<file path="src/rtl/intensity_pkg.sv">
// intensity_pkg: shared mode/state encodings and the saturation helper for the intensity transform
package intensity_pkg;
   typedef enum logic [1:0] {
      MODE_LINEAR = 2'b00,
      MODE_LUT    = 2'b01,
      MODE_NEG    = 2'b10,
      MODE_THRESH = 2'b11
   } mode_t;
   typedef enum logic [1:0] {IDLE, RUN, DRAIN, DONE} state_t;
   // Clamp a signed intermediate into [0, max]
   function automatic logic [31:0] saturate(input logic signed [31:0] s, input logic [31:0] max);
      return (s < 0) ? 32'd0 : (s > signed'(max)) ? max : unsigned'(s);
   endfunction
endpackage

</file>
<file path="src/rtl/intensity_lut.sv">
// intensity_lut: synchronous-write, registered-read lookup table shaped for block RAM
module intensity_lut
   import intensity_pkg::*;
#(
   parameter int PIX_W = 8
) (
   input  logic             clock,
   input  logic             we,
   input  logic [PIX_W-1:0] waddr,
   input  logic [PIX_W-1:0] wdata,
   input  logic             re,
   input  logic [PIX_W-1:0] raddr,
   output logic [PIX_W-1:0] rdata
);
   logic [PIX_W-1:0] mem [0:(1<<PIX_W)-1];
   // write port; contents survive reset
   always_ff @(posedge clock)
      if (we) mem[waddr] <= wdata;
   // read register advances with the pipeline enable so it holds during stalls
   always_ff @(posedge clock)
      if (re) rdata <= mem[raddr];
endmodule

</file>
<file path="src/rtl/intensity_xform_stream.sv">
// intensity_xform_stream: streaming per-pixel intensity transform with row/frame tagging
module intensity_xform_stream
   import intensity_pkg::*;
#(
   parameter int PIX_W     = 8,
   parameter int ROW_LEN   = 320,
   parameter int NUM_ROWS  = 240,
   parameter int GAIN_W    = 8,
   parameter int GAIN_FRAC = 4
) (
   input  logic              clock,
   input  logic              reset,
   input  logic              start,
   input  logic [1:0]        mode,
   input  logic [GAIN_W-1:0] gain,
   input  logic [PIX_W:0]    offset,
   input  logic [PIX_W-1:0]  thresh,
   input  logic              lut_we,
   input  logic [PIX_W-1:0]  lut_addr,
   input  logic [PIX_W-1:0]  lut_wdata,
   input  logic              in_valid,
   output logic              in_ready,
   input  logic [PIX_W-1:0]  in_data,
   output logic              out_valid,
   input  logic              out_ready,
   output logic [PIX_W-1:0]  out_data,
   output logic              out_eol,
   output logic              out_eof,
   output logic              busy,
   output logic              done
);
   localparam int P_W = PIX_W + GAIN_W;
   localparam int S_W = P_W + 2;
   localparam int C_W = ROW_LEN > 1 ? $clog2(ROW_LEN) : 1;
   localparam int R_W = NUM_ROWS > 1 ? $clog2(NUM_ROWS) : 1;
   localparam logic [31:0] MAX = 32'((1 << PIX_W) - 1);
   state_t state_q, state_d;
   mode_t cfg_mode;
   logic [GAIN_W-1:0] cfg_gain;
   logic [PIX_W:0] cfg_offset;
   logic [PIX_W-1:0] cfg_thresh;
   logic [C_W-1:0] col;
   logic [R_W-1:0] row;
   logic en, accept, eol_in, eof_in, launch;
   logic v1, eol1, eof1;
   logic [P_W-1:0] p1, t;
   logic [PIX_W-1:0] d1, lut_q, res;
   logic signed [S_W-1:0] s;
   logic [31:0] clamped;
   logic sat_unused;
   assign en       = !out_valid || out_ready;
   assign in_ready = (state_q == RUN) && en;
   assign accept   = in_valid && in_ready;
   assign launch   = (state_q == IDLE) && start;
   assign eol_in   = col == C_W'(ROW_LEN - 1);
   assign eof_in   = eol_in && (row == R_W'(NUM_ROWS - 1));
   assign busy     = (state_q == RUN) || (state_q == DRAIN);
   assign done     = state_q == DONE;
   // frame sequencing: IDLE -> RUN -> DRAIN -> DONE -> IDLE
   always_comb begin
      state_d = state_q;
      case (state_q)
         IDLE:  state_d = start ? RUN : IDLE;
         RUN:   state_d = (accept && eof_in) ? DRAIN : RUN;
         DRAIN: state_d = (out_valid && out_ready && out_eof) ? DONE : DRAIN;
         DONE:  state_d = IDLE;
      endcase
   end
   // state register
   always_ff @(posedge clock)
      if (!reset) state_q <= IDLE;
      else state_q <= state_d;
   // configuration is captured once per frame so port changes mid-frame are harmless
   always_ff @(posedge clock)
      if (!reset) begin
         cfg_mode   <= MODE_LINEAR;
         cfg_gain   <= '0;
         cfg_offset <= '0;
         cfg_thresh <= '0;
      end else if (launch) begin
         cfg_mode   <= mode_t'(mode);
         cfg_gain   <= gain;
         cfg_offset <= offset;
         cfg_thresh <= thresh;
      end
   // column/row position of the next accepted pixel
   always_ff @(posedge clock)
      if (!reset || launch) begin
         col <= '0;
         row <= '0;
      end else if (accept) begin
         col <= eol_in ? '0 : col + C_W'(1);
         row <= eof_in ? '0 : eol_in ? row + R_W'(1) : row;
      end
   intensity_lut #(.PIX_W(PIX_W)) u_lut (
      .clock (clock),
      .we    (lut_we && (state_q == IDLE)),
      .waddr (lut_addr),
      .wdata (lut_wdata),
      .re    (en),
      .raddr (in_data),
      .rdata (lut_q)
   );
   // stage 1: product (LUT read lives in u_lut), raw pixel and tags
   always_ff @(posedge clock)
      if (!reset) begin
         v1   <= 1'b0;
         p1   <= '0;
         d1   <= '0;
         eol1 <= 1'b0;
         eof1 <= 1'b0;
      end else if (en) begin
         v1   <= accept;
         p1   <= P_W'(in_data) * P_W'(cfg_gain);
         d1   <= in_data;
         eol1 <= eol_in;
         eof1 <= eof_in;
      end
   assign t          = p1 >> GAIN_FRAC;
   assign s          = signed'({2'b00, t}) + S_W'(signed'(cfg_offset));
   assign clamped    = saturate(32'(s), MAX);
   assign sat_unused = ^clamped[31:PIX_W];
   assign res = (cfg_mode == MODE_LUT)    ? lut_q :
                (cfg_mode == MODE_NEG)    ? ~d1 :
                (cfg_mode == MODE_THRESH) ? {PIX_W{d1 >= cfg_thresh}} :
                clamped[PIX_W-1:0];
   // stage 2: output register; data only moves with a real pixel so it stays clean after reset
   always_ff @(posedge clock)
      if (!reset) begin
         out_valid <= 1'b0;
         out_data  <= '0;
         out_eol   <= 1'b0;
         out_eof   <= 1'b0;
      end else if (en) begin
         out_valid <= v1;
         if (v1) begin
            out_data <= res;
            out_eol  <= eol1;
            out_eof  <= eof1;
         end
      end
endmodule
</file>
<file path="config.mk">
export PLATFORM = sky130hd
export DESIGN_NAME = intensity_xform_stream
export DESIGN_NICKNAME = d
export VERILOG_FILES = /design/src/rtl/intensity_pkg.sv /design/src/rtl/intensity_lut.sv /design/src/rtl/intensity_xform_stream.sv
export SDC_FILE = /design/constraint.sdc
export NUM_CORES = 2
export LEC_CHECK = 0
export CELL_PAD_IN_SITES_DETAIL_PLACEMENT = 2
export CELL_PAD_IN_SITES_GLOBAL_PLACEMENT = 2
export CORE_MARGIN = 10
export CORE_UTILIZATION = 35
export CTS_CLUSTER_SIZE = 14
export DETAILED_ROUTE_END_ITERATION = 8
export PLACE_DENSITY_LB_ADDON = 0.1
export SLEW_MARGIN = 20
export SYNTH_ARGS = -nofsm -noshare
export SYNTH_HDL_FRONTEND = slang
export SYNTH_SLANG_ARGS = --single-unit
</file>
<file path="constraint.sdc">
create_clock -name clock -period 7.74 [get_ports clock]
set_input_delay 1.548 -clock clock [delete_from_list [all_inputs] [get_ports clock]]
set_output_delay 1.548 -clock clock [all_outputs]
set_load 0.01 [all_outputs]
</file>
==> results by group <==
Placement
  – HPWL after DPL: 149 mm
  – Weighted congestion reported at the end of routability-driven placement: 0.734
  – Port Buf Inserts: 70
  – Instance count after placement with tap cells included: roughly 7400

Floorplanning
  – Number of core rows: 180
  – I/O pin cnt: 71
  – Width of the die: 513 um
  – Area of the die: 263000 um2
  – Area of the core: 241000 um2
  – Initial cell density of the core: 35.2%
  – Chip height: 513 um

STA
  – Fmax achieved: 173 MHz
  – Worst slew margin relative to its limit: 22.1%
  – Final number of max-transition violations: 0
  – Worst Clk Skew: 0.0391 ns
  – Period utilization: between 70% and 80%
  – Setup total negative slack: 0 ns
  – Setup violators final: 0
  – RSZ-0062 raised after global routing: no
  – Final min period: 5.77 ns
  – Final hold violations: 0
  – Slew at the pin closest to its max-slew limit: ~1.2 ns
  – Hold_ws: roughly 0.47 ns

Logic synthesis
  – Sequential-to-total area share from yosys stat: between 70% and 80%
  – Multiplexer area fraction after synthesis: 13.6%
  – Synth area leader: sky130_fd_sc_hd__edfxtp_1
  – Warnings from Yosys: 0
  – Nets in the synthesized netlist: 4452
  – Top_reg_cell synth: sky130_fd_sc_hd__edfxtp_1
  – Post-synthesis compound-gate area fraction: 4.44%
  – Simple-gate portion of the synthesized area: 3.56%
  – Post-Synthesis Cells: 4297
  – Number of library cell types mapped by synthesis: 61
  – Number of register bits inferred by synthesis: approximately 2100
  – Adder-cell share of the synthesized area: 1.77%
  – Main area contributors after synthesis: sky130_fd_sc_hd__edfxtp_1 73%, sky130_fd_sc_hd__mux4_2 14%, sky130_fd_sc_hd__dfxtp_1 1.9%
  – EDFF count, synth: 2056
  – Proportion of netlist area held by the largest area contributor: between 70% and 80%
  – Dominant combinational cell family by area after synthesis: multiplexers
  – Synthesized cell area: about 85000 um2
  – Dominant cell by count in the synthesized netlist: sky130_fd_sc_hd__edfxtp_1
  – Most frequent cells after synthesis: 2056 x sky130_fd_sc_hd__edfxtp_1, 512 x sky130_fd_sc_hd__mux4_2, 318 x sky130_fd_sc_hd__nor2_1, 173 x sky130_fd_sc_hd__clkbuf_1, 148 x sky130_fd_sc_hd__nand2_1
  – Xor/xnor cell area share of the yosys netlist: 0.268%
  – Share of synthesized registers carrying an async set or reset: 0%
  – Synthesized area per cell: approximately 20 um2

Routing
  – Avg Vias per Cell: 5.43
  – Number of antenna-violating nets in the routed design: 0
  – Average wire per standard cell: 31.4 um
  – Detailed Route WL: 245 mm
  – Overall via count from detail_route: 42334
  – Violation count after the first detailed-route iteration: 3436
  – DRC: 0
  – Length of the first detailed-routing pass in iterations: 5

Clock tree
  – Clock tree root driver cell: sky130_fd_sc_hd__clkbuf_16
  – # Post-CTS Setup Buffers: 0
  – Clock latency on the worst-skew pair: 0.88 ns
  – Quantity of gates resized following cts: 0
  – Clock tree from TritonCTS: yes
  – Number of buffers on the longest clock path: 3
  – CTS H-tree depth: 4
  – Hold-fix buffers at CTS: 0
  – Total CTS buffers: 230
  – Number of clock sinks: 2136
  – Clock slew at the register clock pins of the worst setup and hold paths: 0.07 ns

Flow run
  – Number of max-cap violations: 0

Final layout
  – Number of nets in the finished design: 4573
  – Final core utilization: roughly 40%
  – Growth of design area from synthesis to finish: 13.7%
  – Final cell count without fillers: 7798
  – Layout cells sized above 1: 20.3%

Setup path
  – Critical Path AT: 6.51 ns
  – CP startpoint: in_data[3]
  – Reg-to-reg slack, setup: 3.01 ns
  – Required time at the endpoint of the critical path: 8.48 ns
  – Critical path, cell by cell: clkdlybuf4s50_1 -> and2_1 -> fa_1 -> inv_1 -> fa_1 -> inv_1 -> fa_1 -> inv_1 -> fa_1 -> inv_1 -> ha_1 -> and3_1 -> a21oi_1 -> o211ai_1 -> and3_1 -> or4_1 -> nand3_1 -> a21boi_0
  – Worst R2R Path Depth: 17
  – Critical Path Start Type: input pin
  – Largest stage delay on the critical path: about 0.74 ns
  – Critical register-to-register path endpoint: p1[14]
  – Capturing element type of the critical path: flip-flop
  – Crit path kind: in2reg
  – Source of the worst register-to-register timing path: cfg_gain[2]
  – Critical path peak fanout: 13
  – Cell type of the slowest stage on the worst timing path: sky130_fd_sc_hd__clkdlybuf4s50_1

Power
  – Static leakage: 29.9 nW
  – Peak supply drop: 0.246 mV
  – Cell area power density: about 260 nW/um2

GRT
  – Maximum number of pins on one net before global-route repair: about 190
  – Number of antenna violations at the first check in global routing: 8
  – Number of global-route vias before repair: 46544
  – Overflow left after global routing: 0
  – Wire length of the first global-routing pass: 356 mm
  – Global-route usage over all layers: 18.4%

Worst hold path
  – Hold path depth: 2
  – Hold path startpoint: eof1
  – Path class of the lowest-slack min-delay path: reg2reg
  – Min-Delay Endpoint: out_eof

Status
  – Status: finished, final reports clean
-- kinds of logic (layout without fill, tap and decap cells) --
group / after synthesis / count (layout)
AND/OR/NAND/NOR: 682 / 682
adder cells (fa/ha/maj): 98 / 98
flip-flops: 2136 / 2136
AO/OA/AOI/OAI: 512 / 512
multiplexers: 515 / 515
buffers and inverters: 328 / 640
other: 0 / 4
XOR/XNOR: 26 / 26
-- where the power goes --
group	switching [W]	leakage, nW	internal (W)
registers	0.0000445	19.1	0.0127
clock network	0.00465	3.53	0.00610
logic	0.000904	7.17	0.000480
total	0.00560	29.9	0.0193
-- placed cells by master (no fill, tap or decap), types with 39 or more instances in the layout --
| master | n |
|---|---|
| sky130_fd_sc_hd__clkdlybuf4s50_1 | 59 |
| sky130_fd_sc_hd__a21boi_0 | 47 |
| sky130_fd_sc_hd__a22o_1 | 65 |
| sky130_fd_sc_hd__buf_4 | 63 |
| sky130_fd_sc_hd__clkbuf_16 | 233 |
| sky130_fd_sc_hd__inv_1 | 66 |
| sky130_fd_sc_hd__clkinv_2 | 39 |
| sky130_fd_sc_hd__and2_1 | 63 |
| sky130_fd_sc_hd__clkinv_1 | 55 |
| sky130_fd_sc_hd__dfxtp_1 | 80 |
| sky130_fd_sc_hd__a21oi_1 | 84 |
| sky130_fd_sc_hd__mux4_2 | 512 |
| sky130_fd_sc_hd__edfxtp_1 | 2056 |
| sky130_fd_sc_hd__nor2_1 | 313 |
| sky130_fd_sc_hd__a221oi_1 | 65 |
| sky130_fd_sc_hd__clkbuf_1 | 55 |
| sky130_fd_sc_hd__a22oi_1 | 136 |
| sky130_fd_sc_hd__nand2_1 | 147 |
| sky130_fd_sc_hd__ha_1 | 61 |
-- worst max-delay path: cells and delay by family --
| kind | cells | cell delay (ns) |
|---|---|---|
| fa+ha+maj | 5 | 2.27 |
| simple gates | 5 | 1.30 |
| buf+inv | 5 | 0.94 |
| compound gates | 3 | 0.44 |
-- final cells by class --
type / count / area [um2]
antenna: 4 / 10.0
clock buffer: 292 / 6090
clock inverter: 131 / 1170
fill: 22567 / 144000
inverter: 67 / 251
multi-input combinational: 1833 / 20100
sequential: 2136 / 63300
tap: 3185 / 3990
timing repair buffer: 150 / 1550
-- flip-flops by register name, indices dropped and copies added (netlist names), 2 cells and up, named ones only --
signal,flops
cfg_gain,8
cfg_mode,2
cfg_offset,9
cfg_thresh,8
col,9
d1,8
out_data,8
p1,12
row,8
u_lut.mem,2048
u_lut.rdata,8
-- per-stage QoR --
step	cell area (um2)	setup WS (ns)	power (W)
after floorplan	84900	1.55	0.0137
after global placement	89200	1.11	0.0144
after detailed placement	89300	1.09	0.0144
after CTS	96500	2.05	0.0252
after global routing	96500	1.71	0.0257
final	96500	1.97	0.0249
-- metal layers --
| metal | wire length (um) | part of all wire, % | track usage [%] | vias to the layer above |
|---|---|---|---|---|
| li1 | - | - | - | 17895 |
| met1 | 113000 | 46 | 26.3 | 23276 |
| met2 | 117000 | 48 | 29.8 | 869 |
| met3 | 9810 | 4.0 | 2.68 | 294 |
| met4 | 5280 | 2.2 | 4.39 | 0 |
| met5 | 0 | 0 | 0 | - |
-- worst max-delay path by stage --
stage	end	slack (ns)	cells after the start
floorplan	p1[14]	1.55	20
finish	p1[14]	1.97	18
CTS	p1[14]	2.05	16
detailed placement	p1[14]	1.09	16
global placement	p1[14]	1.11	16
global route	p1[14]	1.71	18
No activity file was read; power rests on OpenSTA's default activity.
